### config.mk
export PLATFORM = sky130hd
export DESIGN_NAME = gpia_wide
export DESIGN_NICKNAME = d
export VERILOG_FILES = /design/src/rtl/gpia_wide.sv
export SDC_FILE = /design/constraint.sdc
export NUM_CORES = 1
export LEC_CHECK = 0
export BUFFER_PORTS_ARGS = -buffer_cell sky130_fd_sc_hd__buf_4
export CORE_MARGIN = 2
export CORE_UTILIZATION = 56
export CTS_BUF_LIST = sky130_fd_sc_hd__clkbuf_2 sky130_fd_sc_hd__clkbuf_4 sky130_fd_sc_hd__clkbuf_8
export DETAILED_ROUTE_END_ITERATION = 10
export GPL_TIMING_DRIVEN = 0
export PLACE_DENSITY = 0.95
export SLEW_MARGIN = 30
export SYNTH_ARGS = -nofsm -noshare
export SYNTH_HDL_FRONTEND = slang
export SYNTH_SLANG_ARGS = --single-unit
### constraint.sdc
create_clock -name CLK_I -period 3.25 [get_ports CLK_I]
set_input_delay 0.325 -clock CLK_I [delete_from_list [all_inputs] [get_ports CLK_I]]
set_output_delay 0.325 -clock CLK_I [all_outputs]
set_load 0.02 [all_outputs]
### src/rtl/gpia_wide.sv
// gpia_wide: parametrised Wishbone-style general-purpose I/O adapter.
//   - WIDTH output bits (with atomic set/clear) and WIDTH synchronised input bits.
//   - Two-cycle bus access: ACK_O and DAT_O are registered.
//   - Optional per-bit edge-detect interrupts, built only when the macro
//     GPIA_WIDE_IRQ_EN is defined. Without it, registers 4-6 read 0 and
//     IRQ_O is tied low.
//
// Register map (ADR_I):
//   0 IN    synchronised inputs (read-only)
//   1 OUT   output register
//   2 SET   write: OUT |= DAT_I, read: OUT
//   3 CLR   write: OUT &= ~DAT_I, read: OUT
//   4 MASK  interrupt mask
//   5 PEND  interrupt pending, write 1 to clear
//   6 EDGE  edge select per bit, 1 = rising, 0 = falling
//   7 --    reserved, reads 0
module gpia_wide #(
  parameter int unsigned      WIDTH       = 16,
  parameter int unsigned      SYNC_STAGES = 2,
  parameter logic [WIDTH-1:0] OUT_RESET   = '0
) (
  input  logic             CLK_I,
  input  logic             RST_I,
  output logic [WIDTH-1:0] PORT_O,
  input  logic [WIDTH-1:0] PORT_I,
  input  logic [2:0]       ADR_I,
  input  logic             CYC_I,
  input  logic             STB_I,
  input  logic             WE_I,
  input  logic [WIDTH-1:0] DAT_I,
  output logic [WIDTH-1:0] DAT_O,
  output logic             ACK_O,
  output logic             IRQ_O
);

  localparam logic [2:0] ADR_IN   = 3'd0;
  localparam logic [2:0] ADR_OUT  = 3'd1;
  localparam logic [2:0] ADR_SET  = 3'd2;
  localparam logic [2:0] ADR_CLR  = 3'd3;
  localparam logic [2:0] ADR_MASK = 3'd4;
  localparam logic [2:0] ADR_PEND = 3'd5;
  localparam logic [2:0] ADR_EDGE = 3'd6;

  logic             r_ack;
  logic [WIDTH-1:0] r_dat;
  logic [WIDTH-1:0] r_out;
  logic [WIDTH-1:0] r_sync [SYNC_STAGES];

  logic             w_acc;
  logic             w_wr;
  logic [WIDTH-1:0] w_s;
  logic [WIDTH-1:0] w_rdata;

  // The access completes on the edge that raises ACK; ACK then blocks a
  // second completion on the following edge, so a held strobe completes
  // every second cycle.
  assign w_acc = CYC_I & STB_I & ~r_ack;
  assign w_wr  = w_acc & WE_I;
  assign w_s   = r_sync[SYNC_STAGES-1];

  assign PORT_O = r_out;
  assign DAT_O  = r_dat;
  assign ACK_O  = r_ack;

  // Input synchroniser chain; only the last stage is used anywhere.
  always_ff @(posedge CLK_I or negedge RST_I) begin
    if (!RST_I) begin
      for (int i = 0; i < SYNC_STAGES; i++) r_sync[i] <= '0;
    end else begin
      r_sync[0] <= PORT_I;
      for (int i = 1; i < SYNC_STAGES; i++) r_sync[i] <= r_sync[i-1];
    end
  end

  // Output register with plain write and atomic set/clear.
  always_ff @(posedge CLK_I or negedge RST_I) begin
    if (!RST_I) begin
      r_out <= OUT_RESET;
    end else if (w_wr) begin
      case (ADR_I)
        ADR_OUT: r_out <= DAT_I;
        ADR_SET: r_out <= r_out | DAT_I;
        ADR_CLR: r_out <= r_out & ~DAT_I;
        default: r_out <= r_out;
      endcase
    end
  end

`ifdef GPIA_WIDE_IRQ_EN
  // Arming waits long enough for the synchroniser and the previous-sample
  // register to hold real input values, so inputs already high at reset
  // release are not mistaken for edges.
  localparam logic [2:0] ARM_TC = 3'(SYNC_STAGES + 1);

  logic [WIDTH-1:0] r_mask;
  logic [WIDTH-1:0] r_pend;
  logic [WIDTH-1:0] r_edge;
  logic [WIDTH-1:0] r_prev;
  logic [2:0]       r_arm;
  logic             r_irq;

  logic             w_armed;
  logic [WIDTH-1:0] w_hit;
  logic [WIDTH-1:0] w_w1c;

  assign w_armed = (r_arm == ARM_TC);
  assign w_hit   = w_armed ? ((r_edge & w_s & ~r_prev) | (~r_edge & ~w_s & r_prev))
                           : '0;
  assign w_w1c   = (w_wr && ADR_I == ADR_PEND) ? DAT_I : '0;
  assign IRQ_O   = r_irq;

  // Saturating arm counter.
  always_ff @(posedge CLK_I or negedge RST_I) begin
    if (!RST_I) begin
      r_arm <= '0;
    end else if (!w_armed) begin
      r_arm <= r_arm + 3'd1;
    end
  end

  // Previous sample tracks the synchroniser output even while unarmed.
  always_ff @(posedge CLK_I or negedge RST_I) begin
    if (!RST_I) begin
      r_prev <= '0;
    end else begin
      r_prev <= w_s;
    end
  end

  // Mask and edge-select registers.
  always_ff @(posedge CLK_I or negedge RST_I) begin
    if (!RST_I) begin
      r_mask <= '0;
      r_edge <= '1;
    end else if (w_wr) begin
      if (ADR_I == ADR_MASK) r_mask <= DAT_I;
      if (ADR_I == ADR_EDGE) r_edge <= DAT_I;
    end
  end

  // Pending: a new hit wins over a simultaneous write-1-to-clear.
  always_ff @(posedge CLK_I or negedge RST_I) begin
    if (!RST_I) begin
      r_pend <= '0;
    end else begin
      r_pend <= (r_pend & ~w_w1c) | w_hit;
    end
  end

  // Registered level interrupt.
  always_ff @(posedge CLK_I or negedge RST_I) begin
    if (!RST_I) begin
      r_irq <= 1'b0;
    end else begin
      r_irq <= |(r_pend & r_mask);
    end
  end
`else
  assign IRQ_O = 1'b0;
`endif

  // Read-data selection for the current address.
  always_comb begin
    w_rdata = '0;
    case (ADR_I)
      ADR_IN:   w_rdata = w_s;
      ADR_OUT:  w_rdata = r_out;
      ADR_SET:  w_rdata = r_out;
      ADR_CLR:  w_rdata = r_out;
`ifdef GPIA_WIDE_IRQ_EN
      ADR_MASK: w_rdata = r_mask;
      ADR_PEND: w_rdata = r_pend;
      ADR_EDGE: w_rdata = r_edge;
`endif
      default:  w_rdata = '0;
    endcase
  end

  // Bus acknowledge and read data; writes and idle cycles return zero.
  always_ff @(posedge CLK_I or negedge RST_I) begin
    if (!RST_I) begin
      r_ack <= 1'b0;
      r_dat <= '0;
    end else begin
      r_ack <= w_acc;
      r_dat <= (w_acc && !WE_I) ? w_rdata : '0;
    end
  end

endmodule
== Word level (Yosys, flattened, before mapping) ==
Index checks and enable logic that the tools add are counted.

* Word-level logic and storage cells: 24
* Output and inout port bits: 34
* Register bits: 65
* Input bits: 40

* Muxes and demuxes: 3
* Bitwise gates (word level): 7
* Reductions and logical operators: 6
* Equal/unequal tests: 3

{| class="wikitable"
|+ Operators by type and width
! operator !! count
|-
| 16-bit case mux with 3 select lines || 1
|-
| 16-bit case mux with 2 select lines || 1
|-
| 16-bit bitwise AND || 1
|-
| 16-bit 2-to-1 mux || 1
|-
| 16-bit NOT || 1
|-
| 16-bit OR || 1
|-
| 3-bit by 2-bit equality test with 1-bit output, second input constant || 2
|-
| 1-bit bitwise AND || 3
|-
| 3-bit by 1-bit equality test with 1-bit output, second input constant || 1
|-
| 3-bit zero test || 1
|-
| 3-bit nonzero test || 1
|-
| 3-bit OR reduction || 1
|-
| 2-bit AND reduction || 1
|-
| 1-bit logical AND || 1
|-
| 1-bit zero test || 1
|-
| 1-bit NOT || 1
|}

== Longest topological paths before layout ==
* Word-level depth: 4
* Gate-level depth with buffers: 6
* Mapped depth without buffers: 3

== Worst setup path after synthesis ==
No wires, ideal clock.

* Path type: register to register
* From: register r_ack (netlist: ACK_O)
* To: register r_out[5] (netlist: PORT_O[5])
* Arrival time: 1.306 ns
* Required time: 3.120 ns
* Stages on the path, launching flop included: 7
* Buffers on the path: 3
* Setup time: 0.130 ns
* Slack: 1.813 ns
* Cell sequence: dfrtp_1 and4b_1 buf_6 and3b_1 buf_6 buf_12 a21oi_4

* Longest elaborated chain between the ends: 4

{| class="wikitable"
|+ Ends and longest elaborated chain
! item !! line !! source
|-
| start, declared || 44 || <nowiki>logic r_ack;</nowiki>
|-
| start signal, assigned || 185 || <nowiki>r_ack <= w_acc;</nowiki>
|-
| 1-bit NOT || 57 || <nowiki>assign w_acc = CYC_I & STB_I & ~r_ack;</nowiki>
|-
| 1-bit bitwise AND || 57 ||
|-
| 1-bit bitwise AND || 58 || <nowiki>assign w_wr = w_acc & WE_I;</nowiki>
|-
| 2-bit AND reduction (no line) || - ||
|-
| end signal, assigned || 82 || <nowiki>ADR_SET: r_out <= r_out | DAT_I;</nowiki>
|-
| end signal, assigned || 83 || <nowiki>ADR_CLR: r_out <= r_out & ~DAT_I;</nowiki>
|-
| end signal, assigned || 84 || <nowiki>default: r_out <= r_out;</nowiki>
|-
| end, declared || 46 || <nowiki>logic [WIDTH-1:0] r_out;</nowiki>
|}

No other way between the ends.
A chain may end at the register's enable or synchronous reset.

== Final worst setup path ==
* From: register r_ack (netlist: ACK_O)
* To: register r_out[6] (netlist: PORT_O[6])

Same word-level chain as after synthesis.

==> flow_metrics.tcl <==
set metrics [dict create \
    drv_cap 0 \
    tightest_slew_ps 779 \
    cp_num_buf_inv 3 \
    dp_hpwl_um 3540 \
    ys_warn_count 0 \
    drt-total-wl_um 4990 \
    finalHoldViolations 0 \
    clock.fmax_mhz 675 \
    grt_pass1_wl_um 7460 \
    cts_tree "built" \
    cp_common_cell "buf_6" \
    reg2regPathDepth 6 \
    period_minus_slack_ps 1480 \
    grt_pass1_vias 1555 \
    clock_latency_ps 330 \
    io_buffers 71 \
    crit_path_start_kind "register" \
    wl_per_cell_um 16.6 \
    die_area_um2 4720 \
    endpoint_kind "register" \
    antenna_left 0 \
    synthDistinctLibCells 20 \
    vias_per_cell 5.46 \
    die_h_um 68.7 \
    h-tree-depth 3 \
    grt_max_degree 66 \
    vdd_drop_max_uv 380 \
    pin_count 74 \
    finalPower_mw 1.90 \
    clk_pin_slew_ps 60 \
    fin_tns_setup_ps 0 \
    postCtsSetupBuffers 0 \
    cpMaxStageDelayCell "dfrtp_1" \
    start_util 0.582 \
    antenna_found_initial 0 \
    syn_avg_cell_area_um2 14.1 \
    cp_top_family "simple AND/OR/NAND/NOR gates" \
    track_usage 0.236 \
    path_max_fanout 10 \
    cp.arrival_ps 1690 \
    grt.overflow.total 0 \
    fin_worst_skew_ps 5.68 \
    fin_crit_sh 0.456 \
    std_cell_rows 23 \
    hp-class "in2async" \
    drc 0 \
    numCtsBuffers 9 \
    nets 288 \
    drt_iter0_markers 170 \
    syn_nets 206 \
    rsz0062_at_grt "false" \
    fp.coreArea_um2 4030 \
    syn_to_final_growth_pct 32.1 \
    cp.depth 6 \
    relSlewSlack 0.481 \
    cts_resized 0 \
    cts_buffer_depth 2 \
    synth_cells 166 \
    ctsHoldBuffers 0 \
    crit_required_ps 3460 \
    final_cell_mix "buf_4, dfrtp_1, nor2_1" \
    drive_above_1_share 0.432 \
    ys_ff_latch 65 \
    ys_seq_area_frac 0.693 \
    outcome "completed" \
    setup-violations-final 0 \
    leakagePower_nw 1.46 \
    netlist_area_um2 2350 \
    layout_commonest_cell "buf_4" \
    path_class "reg2reg" \
    drtPass1Iterations 7 \
    crit_path_max_incr_delay_ps 410 \
    die_x_um 68.7 \
    slew_viol_final 0 \
    p_per_area_nw_per_um2 614 \
    clkSinkCount 65 \
    crit_chain "and4b_1, buf_6, and3b_1, buf_6, buf_12, a21oi_4" \
    num_vias 1637 \
    antenna_cells 0 \
    clockRootBuffer "clkbuf_8" \
    routabilityCongestion 0.914 \
]
[cell families after synthesis]
| logic type | share of synthesized area |
|---|---|
| XOR/XNOR | 0.0597 |
| AO/OA/AOI/OAI | 0.158 |
| buffers and inverters | 0.0411 |
| flip-flops | 0.693 |
| other | 0.00160 |
| AND/OR/NAND/NOR | 0.0464 |
[power breakdown]
group	internal, mW	switching, mW
Combinational	0.180	0.219
Clock	0.300	0.257
Sequential	0.889	0.0583
Total	1.37	0.534
[flip-flops by register name, indices dropped and copies added, names as in the netlist]
| name | flops |
|---|---|
| w_s | 16 |
| DAT_O | 16 |
| PORT_O | 16 |
| ACK_O | 1 |
| r_sync | 16 |
[cells in the mapped netlist, drive strengths merged]
master / number / area share
conb: 1 / 0.0016
a31oi: 16 / 0.043
xnor2: 16 / 0.060
clkbuf: 1 / 0.0016
nand2: 1 / 0.0016
dfrtp: 65 / 0.69
and4b: 1 / 0.0043
nor3: 1 / 0.0069
buf: 12 / 0.039
nor2: 17 / 0.027
and3b: 1 / 0.0037
or3: 1 / 0.0027
o21ba: 1 / 0.0043
a22oi: 16 / 0.051
a21oi: 16 / 0.060
[layer usage]
layer | track usage | wire length, um | up-vias
met5 | 0 | 0 | -
met4 | 0.162 | 160 | 0
met3 | 0.0584 | 380 | 15
met2 | 0.367 | 2560 | 97
met1 | 0.293 | 1890 | 782
li1 | - | - | 743
[through the flow]
step           cell area [um^2]  instances  utilization  setup WS, ps  hold WS, ps
2_1_floorplan              2350        166            -          1810         29.4
3_3_place_gp               2940        287        0.730          1840          333
3_5_place_dp               2940        287        0.730          1780          335
4_1_cts                    3100        300        0.769          1780         88.5
5_1_grt                    3100        300        0.769          1720         82.5
6_report                   3100        300        0.769          1770         68.4
[final timing paths]
| kind | startpoint | endpoint | slack (ps) |
|---|---|---|---|
| worst max register to register | ACK_O$_DFF_PN0_ | PORT_O[6]$_DFFE_PN0P_ | 1770 |
| worst min-delay path | RST_I | PORT_O[2]$_DFFE_PN0P_ | 70 |
| min in group CLK_I | PORT_I[5] | r_sync[21]$_DFF_PN0_ | 100 |
| worst min register to register | r_sync[26]$_DFF_PN0_ | w_s[10]$_DFF_PN0_ | 350 |
| max in group asynchronous | RST_I | w_s[9]$_DFF_PN0_ | 2660 |
| worst max-delay path | ACK_O$_DFF_PN0_ | PORT_O[6]$_DFFE_PN0P_ | 1770 |
[layout make-up]
cell class / count / area [um^2]
Buffer: 13 / 96.3
Clock buffer: 12 / 153
Clock inverter: 1 / 5.00
Fill cell: 250 / 930
Multi-Input combinational cell: 88 / 623
Sequential cell: 65 / 1630
Tap cell: 50 / 62.6
Timing Repair Buffer: 71 / 533
Power figures use the tool's default switching activity.
